[src/rtl/pixel_enhance_stream.sv]
// Streaming per-channel pixel enhancement with frame sequencing.
// Applies one of several point operations to each pixel beat.
// The beat is registered once, with valid/ready handshakes on both sides.
//
// state  | meaning
// -------+-----------------------------------------------------------
// IDLE   | after reset, waiting for the first start
// RUN    | frame in progress, accepting and delivering pixel beats
// DONE   | all TOTAL_PIXELS beats delivered, waiting for the next start
module pixel_enhance_stream #(
  parameter int DATA_W       = 8,
  parameter int CHANNELS     = 3,
  parameter int TOTAL_PIXELS = 120000,
  parameter int CNT_W        = 32
) (
  input  logic                         clk,
  input  logic                         reset,
  input  logic                         start,
  input  logic [2:0]                   mode,
  input  logic [DATA_W-1:0]            param_val,
  input  logic                         in_valid,
  output logic                         in_ready,
  input  logic [CHANNELS*DATA_W-1:0]   in_data,
  output logic                         out_valid,
  input  logic                         out_ready,
  output logic [CHANNELS*DATA_W-1:0]   out_data,
  output logic                         busy,
  output logic                         done,
  output logic [CNT_W-1:0]             pixel_count
);

  typedef enum logic [1:0] {S_IDLE, S_RUN, S_DONE} state_t;

  localparam logic [CNT_W-1:0]  TOTAL_C = CNT_W'(TOTAL_PIXELS);
  localparam logic [CNT_W-1:0]  LAST_C  = CNT_W'(TOTAL_PIXELS - 1);
  localparam logic [DATA_W-1:0] MAX_C   = {DATA_W{1'b1}};

  state_t                       state_q, state_d;
  logic [2:0]                   mode_q;
  logic [DATA_W-1:0]            param_q;
  logic [CNT_W-1:0]             acc_cnt_q;
  logic                         start_frame;
  logic                         in_fire;
  logic                         out_fire;
  logic                         last_out;
  logic [CHANNELS*DATA_W-1:0]   result;

  // Contrast gain is unsigned Q4.4, so the full product is kept before the
  // shift and only clamped afterwards.
  function automatic logic [DATA_W-1:0] enhance(input logic [DATA_W-1:0] x,
                                                input logic [2:0]        m,
                                                input logic [DATA_W-1:0] p);
    logic [DATA_W:0]     sum;
    logic [2*DATA_W-1:0] prod;
    logic [2*DATA_W-1:0] scaled;
    logic [DATA_W-1:0]   res;
    sum    = {1'b0, x} + {1'b0, p};
    prod   = {{DATA_W{1'b0}}, x} * {{DATA_W{1'b0}}, p};
    scaled = prod >> 4;
    case (m)
      3'b001:  res = sum[DATA_W] ? MAX_C : sum[DATA_W-1:0];
      3'b010:  res = (x >= p) ? (x - p) : '0;
      3'b011:  res = (x >= p) ? MAX_C : '0;
      3'b100:  res = MAX_C - x;
      3'b101:  res = (|scaled[2*DATA_W-1:DATA_W]) ? MAX_C : scaled[DATA_W-1:0];
      default: res = x;
    endcase
    return res;
  endfunction

  assign start_frame = start && ((state_q == S_IDLE) || (state_q == S_DONE));
  assign in_fire     = in_valid && in_ready;
  assign out_fire    = out_valid && out_ready;
  assign last_out    = (state_q == S_RUN) && out_fire && (pixel_count == LAST_C);

  // State register
  always_ff @(posedge clk or negedge reset) begin
    if (!reset) state_q <= S_IDLE;
    else        state_q <= state_d;
  end

  // Next-state logic; a start coinciding with the last delivery is ignored
  always_comb begin
    state_d = state_q;
    case (state_q)
      S_IDLE:  if (start)    state_d = S_RUN;
      S_RUN:   if (last_out) state_d = S_DONE;
      S_DONE:  if (start)    state_d = S_RUN;
      default:               state_d = S_IDLE;
    endcase
  end

  // Outputs decoded from state; input throttled by frame budget and output slot
  always_comb begin
    busy     = (state_q == S_RUN);
    done     = (state_q == S_DONE);
    in_ready = (state_q == S_RUN) && (acc_cnt_q < TOTAL_C) && (!out_valid || out_ready);
  end

  // Per-channel operation on the incoming beat
  always_comb begin
    result = '0;
    for (int c = 0; c < CHANNELS; c++) begin
      result[c*DATA_W +: DATA_W] = enhance(in_data[c*DATA_W +: DATA_W], mode_q, param_q);
    end
  end

  // Operation and operand are frozen for the whole frame
  always_ff @(posedge clk or negedge reset) begin
    if (!reset) begin
      mode_q  <= 3'b000;
      param_q <= '0;
    end else if (start_frame) begin
      mode_q  <= mode;
      param_q <= param_val;
    end
  end

  // Accepted and delivered beat counters, cleared at each frame start
  always_ff @(posedge clk or negedge reset) begin
    if (!reset) begin
      acc_cnt_q   <= '0;
      pixel_count <= '0;
    end else if (start_frame) begin
      acc_cnt_q   <= '0;
      pixel_count <= '0;
    end else begin
      if (in_fire)  acc_cnt_q   <= acc_cnt_q + 1'b1;
      if (out_fire) pixel_count <= pixel_count + 1'b1;
    end
  end

  // Single output register; holds its beat while downstream stalls
  always_ff @(posedge clk or negedge reset) begin
    if (!reset) begin
      out_valid <= 1'b0;
      out_data  <= '0;
    end else if (start_frame) begin
      out_valid <= 1'b0;
    end else if (in_fire) begin
      out_valid <= 1'b1;
      out_data  <= result;
    end else if (out_fire) begin
      out_valid <= 1'b0;
    end
  end

endmodule

[config.mk]
export PLATFORM = sky130hd
export DESIGN_NAME = pixel_enhance_stream
export DESIGN_NICKNAME = d
export VERILOG_FILES = /design/src/rtl/pixel_enhance_stream.sv
export SDC_FILE = /design/constraint.sdc
export NUM_CORES = 1
export LEC_CHECK = 0
export ABC_AREA = 1
export CAP_MARGIN = 40
export CORE_ASPECT_RATIO = 0.75
export CORE_MARGIN = 2
export CORE_UTILIZATION = 33
export DETAILED_ROUTE_END_ITERATION = 10
export HOLD_SLACK_MARGIN = 0.03
export MAX_ROUTING_LAYER = met4
export PLACE_DENSITY = 0.59
export SYNTH_ARGS = -nofsm -noshare
export SYNTH_HDL_FRONTEND = slang
export SYNTH_SLANG_ARGS = --single-unit
export TNS_END_PERCENT = 5
[constraint.sdc]
create_clock -name clk -period 12 [get_ports clk]
set_clock_uncertainty 0.1 [all_clocks]
set_input_delay 3 -clock clk [delete_from_list [all_inputs] [get_ports clk]]
set_output_delay 3 -clock clk [all_outputs]
set_load 0.1 [all_outputs]
Word level (Yosys, flattened, before mapping)
Index checks and enable logic that the tools add are counted.
Widths: inputs -> output; s select.
Storage, ports and cells
  register bits after elaboration: 102
  bits of input ports: 40
Cells by class
  add/sub/neg operators: 11
  multiply operators: 3
  magnitude comparators: 4
  eq/ne operators: 10
  multiplexer cells: 25
  bitwise operators: 1
  reductions and logical operators: 20
Operators with widths (count)
  $mux 32: 4
  $pmux 8 s5: 3
  $mux 8: 12
  $add 32x1->32 const B: 2
  $mul 8x8->16: 3
  $eq 32x17->1 const B: 1
  $lt 32x17->1 const B: 1
  $add 8x8->9: 3
  $ge 8x8->1: 3
  $sub 8x8->8: 3
  $sub 8x8->8 const A: 3
  $reduce_or 4->1: 3
  $logic_and 1x1->1: 7
  $eq 3x2->1 const B: 2
  $eq 3x3->1 const B: 2
  $mux 2: 2
  $ne 2x1->1 const B: 2
  $pmux 2 s2: 1
  $reduce_and 2->1: 2
  $reduce_bool 2->1: 2
  $eq 3x1->1 const B: 1
  $mux 1: 3
  $reduce_bool 3->1: 1
  $eq 2x1->1 const B: 1
  other kinds (6): 7

Logic depth before layout (Yosys ltp)
  depth in word-level cells: 6
  gate-level depth with buffers: 27
  gate-level depth less buffers: 26

Worst setup path before layout
OpenSTA, ideal clock, no wires.
  path kind: in2out
  from: input out_ready
  to: output in_ready
  arrival: 4.046 ns
  required time: 8.900 ns
  setup slack: 4.854 ns
  stages on the path: 6
  buffers on the path: 0
  path through: inv_1 nand2_1 nand3_1 nor4_2 nand2_1 inv_1
Between the ends
  word-level cells in the longest chain between the ends: 2
RTL lines
  start: declaration: RTL line 25  | input logic out_ready,
  $logic_or 1x1->1: RTL line 97  | in_ready = (state_q == S_RUN) && (acc_cnt_q < TOTAL_C) && (!out_valid || out_ready);
  $logic_and 1x1->1: RTL line 97
  end: declaration: RTL line 22  | output logic in_ready,
Every way passes these cells.

Worst setup path after layout
  from: input in_data[12]
  to: register out_data[8]
Between the ends
  word-level cells in the longest chain between the ends: 4
  elaborated cells between the ends (all ways): 9
  those cells by class: 1 x add/sub; 1 x mul; 1 x order compare; 5 x mux; 1 x reduce/logical
RTL lines
  start: declaration: RTL line 23  | input logic [CHANNELS*DATA_W-1:0] in_data,
  $mul 8x8->16: RTL line 58  | prod = {{DATA_W{1'b0}}, x} * {{DATA_W{1'b0}}, p};
  $reduce_or 4->1: RTL line 65  | 3'b101: res = (|scaled[2*DATA_W-1:DATA_W]) ? MAX_C : scaled[DATA_W-1:0];
  $mux 8: RTL line 65
  $pmux 8 s5 (*): RTL line 60  | case (m)
  end signal: assignment: RTL line 142  | out_data <= result;
  end: declaration: RTL line 26  | output logic [CHANNELS*DATA_W-1:0] out_data,
Mark *: on every way between the ends. The rest lies on a longest branch, timed or not.
A chain may end at the register's enable or synchronous reset.

==> flow_summary_export.csv <==
group,metric,value,unit
timing,fin_crit_sh,67.8,%
clock_network,postCtsSetupBuffers,0,
die,die_x,249,um
worst_setup_path,crit_start,"in_data[12]",
clock_network,clockBufferDepth,2,
clock_network,numClockSinks,102,
clock_network,cts_tree,"built",
global_route,grt_pass1_wl,74700,um
die,coreArea,0.0446,mm2
yosys,synth_cells,2220,
hold_path,holdPathStages,2,
placed_design,post-place-cells,2906,
placed_design,dpl_cell_area,0.0175,mm2
layout,nets,2634,
clock_network,post_cts_resize_count,0,
clock_network,cts_buffers,9,
yosys,ys.warnings.count,0,
worst_setup_path,crit_chain,"clkdlybuf4s50_1, ha_1, fa_1, fa_1, fa_1, inv_1, fa_1, inv_1, ha_1, nand2_1, nor2_1, nand4_1, nand3_1, nand2_1, a21oi_2, nand3_1, nand2_1, nand3_1, nand2_1, nand2_1",
placed_design,dp_hpwl,36400,um
yosys,synth_area_per_cell,6.71,um2
worst_setup_path,reg2regPathDepth,20,
clock_network,holdBufCountCts,0,
placed_design,place.gp.congestion,0.914,
timing,worst_slew_pin_slew,877,ps
layout,layout_commonest_cell,"nand2_1",
timing,whs,381,ps
timing,rsz0062_at_grt,"no",
hold_path,holdPathEnd,"out_data[22]$_DFFE_PN0P_",
die,ioPinCount,100,
route,drt-initial-drc-count,1087,
die,die-area,0.0469,mm2
global_route,grt.overflow.total,0,
timing,fmax,123,MHz
timing,min_period,8140,ps
yosys,synth_seq_area_share,17.1,%
worst_setup_path,r2r_end,"out_data[8]$_DFFE_PN0P_",
layout,drive_gt1_share,5.91,%
power,leakage,10.1,nW
route,detail_route.wirelength,45900,um
job,drv_cap,0,
layout,fin_cells,2922,
die,die-height,188,um
timing,hold_viol_final,0,
layout,layout_common_cells,"595 x nand2_1, 486 x inv_1, 175 x nor2_1, 149 x ha_1, 134 x nand3_1",
layout,design_area,0.0178,mm2
worst_setup_path,slowest_stage,"clkdlybuf4s50_1",
hold_path,hp-class,"flop to flop",
clock_network,cts_root_buf,"clkbuf_16",
yosys,synthFlopType,"dfrtp_1",
yosys,netlist_area,0.0149,mm2
timing,setup_violations,0,
yosys,synth_seq_cells,102,
route,vias_per_cell,4.92,
timing,slew-limit-headroom,41.4,%
yosys,syn-num-nets,2523,
worst_setup_path,critPathTopFamily,"adder cells",
status,status,"finished clean",
route,drt_pass1_iterations,5,
route,vias,14400,
global_route,antenna_found_initial,0,
route,wl_per_cell,15.7,um
timing,setup-tns-final,0,ps
route,ant_nets,0,
die,fp-row-count,67,
hold_path,min_from,"out_data[22]$_DFFE_PN0P_",
power,p_per_area,286,mW/mm2
worst_setup_path,crit_type,"input pin to flop",
layout,area_growth,19.6,%
worst_setup_path,r2r-start,"param_q[4]$_DFFE_PN0P_",
die,start_util,33.4,%
clock_network,htreeDepth,3,
global_route,grt_pass1_vias,14000,
layout,num_antenna_cells,0,
power,ir_drop,0.220,mV
global_route,grt_max_degree,64,
worst_setup_path,cpMostUsedCell,"nand2_1",
placed_design,port_buffers,99,
worst_setup_path,end_kind,"flop",
worst_setup_path,critPathLaunchType,"input pin",
worst_setup_path,worstPathRequired,12150,ps
clock_network,clk_latency,360,ps
worst_setup_path,max_stage_delay,750,ps
yosys,synthArstFlopShare,100,%
worst_setup_path,path_buf_inv,3,
clock_network,clk_pin_slew,80,ps
route,remaining_drc_errors,0,
global_route,grt_util_all_layers,20.4,%
yosys,synth_enable_flop_cells,0,
worst_setup_path,worst-path-max-fanout,11,
timing,slew_violations,0,
worst_setup_path,r2r_setup_slack,6780,ps
yosys,synth_cell_types,46,
worst_setup_path,cp.arrival,8290,ps
through the flow:
step / utilization (%) / worst slack [ps] / total power, mW
floorplan: - / 4850 / 3.54
global placement: 36.7 / 3590 / 4.53
detailed placement: 39.2 / 3580 / 4.77
CTS: 39.9 / 3930 / 5.12
global route: 39.9 / 3600 / 5.68
finish: 39.9 / 3860 / 5.10
Yosys cell counts, types with 3 or more instances:
library cell  count  area share, %
nand2_1         595             15
inv_1           486             12
nor2_1          176            4.4
ha_1            149             13
nand3_1         134            4.5
fa_1            114             15
dfrtp_1         102             17
a21oi_1          80            2.7
o21ai_0          72            2.4
clkbuf_1         51            1.3
xor2_1           40            2.4
nand4_1          38            1.6
nor3_1           36            1.2
xnor2_1          18            1.1
o21bai_1         16           0.81
buf_2            12           0.40
inv_2             9           0.23
or2_2             9           0.38
a31oi_1           7           0.29
o211ai_1          7           0.35
o21ai_1           7           0.24
nor2_2            6           0.25
a21o_1            5           0.25
buf_4             5           0.25
nor4_1            5           0.21
a21oi_2           4           0.24
o22ai_1           4           0.17
buf_6             3           0.23
nand3_2           3           0.20
nor4_2            3           0.25
o21a_1            3           0.15
kinds of logic after synthesis:
kind of cell / after synthesis / share of synthesized area (%)
xor gates and xnor gates: 58 / 3.41
buffers and inverters: 568 / 14.7
adders and majority gates: 263 / 27.8
AOI/OAI and AO/OA: 211 / 7.96
DFF: 102 / 17.1
and+or+nand+nor: 1018 / 29.0
routing by layer:
metal | part of all wire (%) | GRT usage, % | vias to the layer above
met5 | 0 | - | -
met4 | 1.6 | 3.80 | 0
met3 | 5.9 | 2.21 | 37
met2 | 43 | 30.0 | 454
met1 | 50 | 30.3 | 6872
li1 | - | - | 7009
flip-flops by register name (all words and copies together) (netlist names):
name	count
acc_cnt_q	32
mode_q	3
out_data	24
out_valid	1
param_q	8
pixel_count	32
state_q	2
worst register-to-register path, stage by stage, from the launching register on:
cell	delay, ps
dfrtp_1	370
buf_4	250
ha_1	300
fa_1	560
fa_1	440
fa_1	550
inv_1	70
fa_1	540
inv_1	40
ha_1	340
nand2_1	120
nor2_1	170
nand4_1	200
nand3_1	120
nand2_1	60
a21oi_2	400
nand3_1	170
nand2_1	100
nand3_1	70
nand2_1	100
nand2_1	60
where the power goes:
group	switching, mW	total, mW	internal [mW]
Clock	0.141	0.311	0.170
Combinational	2.78	4.30	1.52
Sequential	0.0674	0.488	0.421
Total	2.98	5.10	2.12
how the worst max path moves through the flow:
stage	to	slack [ps]	cells past startpoint
detailed placement	out_data[14]$_DFFE_PN0P_	3580	20
floorplan	in_ready	4850	6
global route	out_data[10]$_DFFE_PN0P_	3600	23
finish	out_data[8]$_DFFE_PN0P_	3860	20
CTS	out_data[14]$_DFFE_PN0P_	3930	20
global placement	out_data[14]$_DFFE_PN0P_	3590	20
cell type report:
cell class | count | area, um2
clock buffers | 11 | 243
clock inverters | 5 | 63.8
fillers | 4650 | 26800
inverters | 495 | 1860
multi-input cells | 1550 | 10200
flip-flops and latches | 102 | 2550
well taps | 586 | 733
repair buffers | 173 | 2200
No activity file was read; power rests on OpenSTA's default activity.
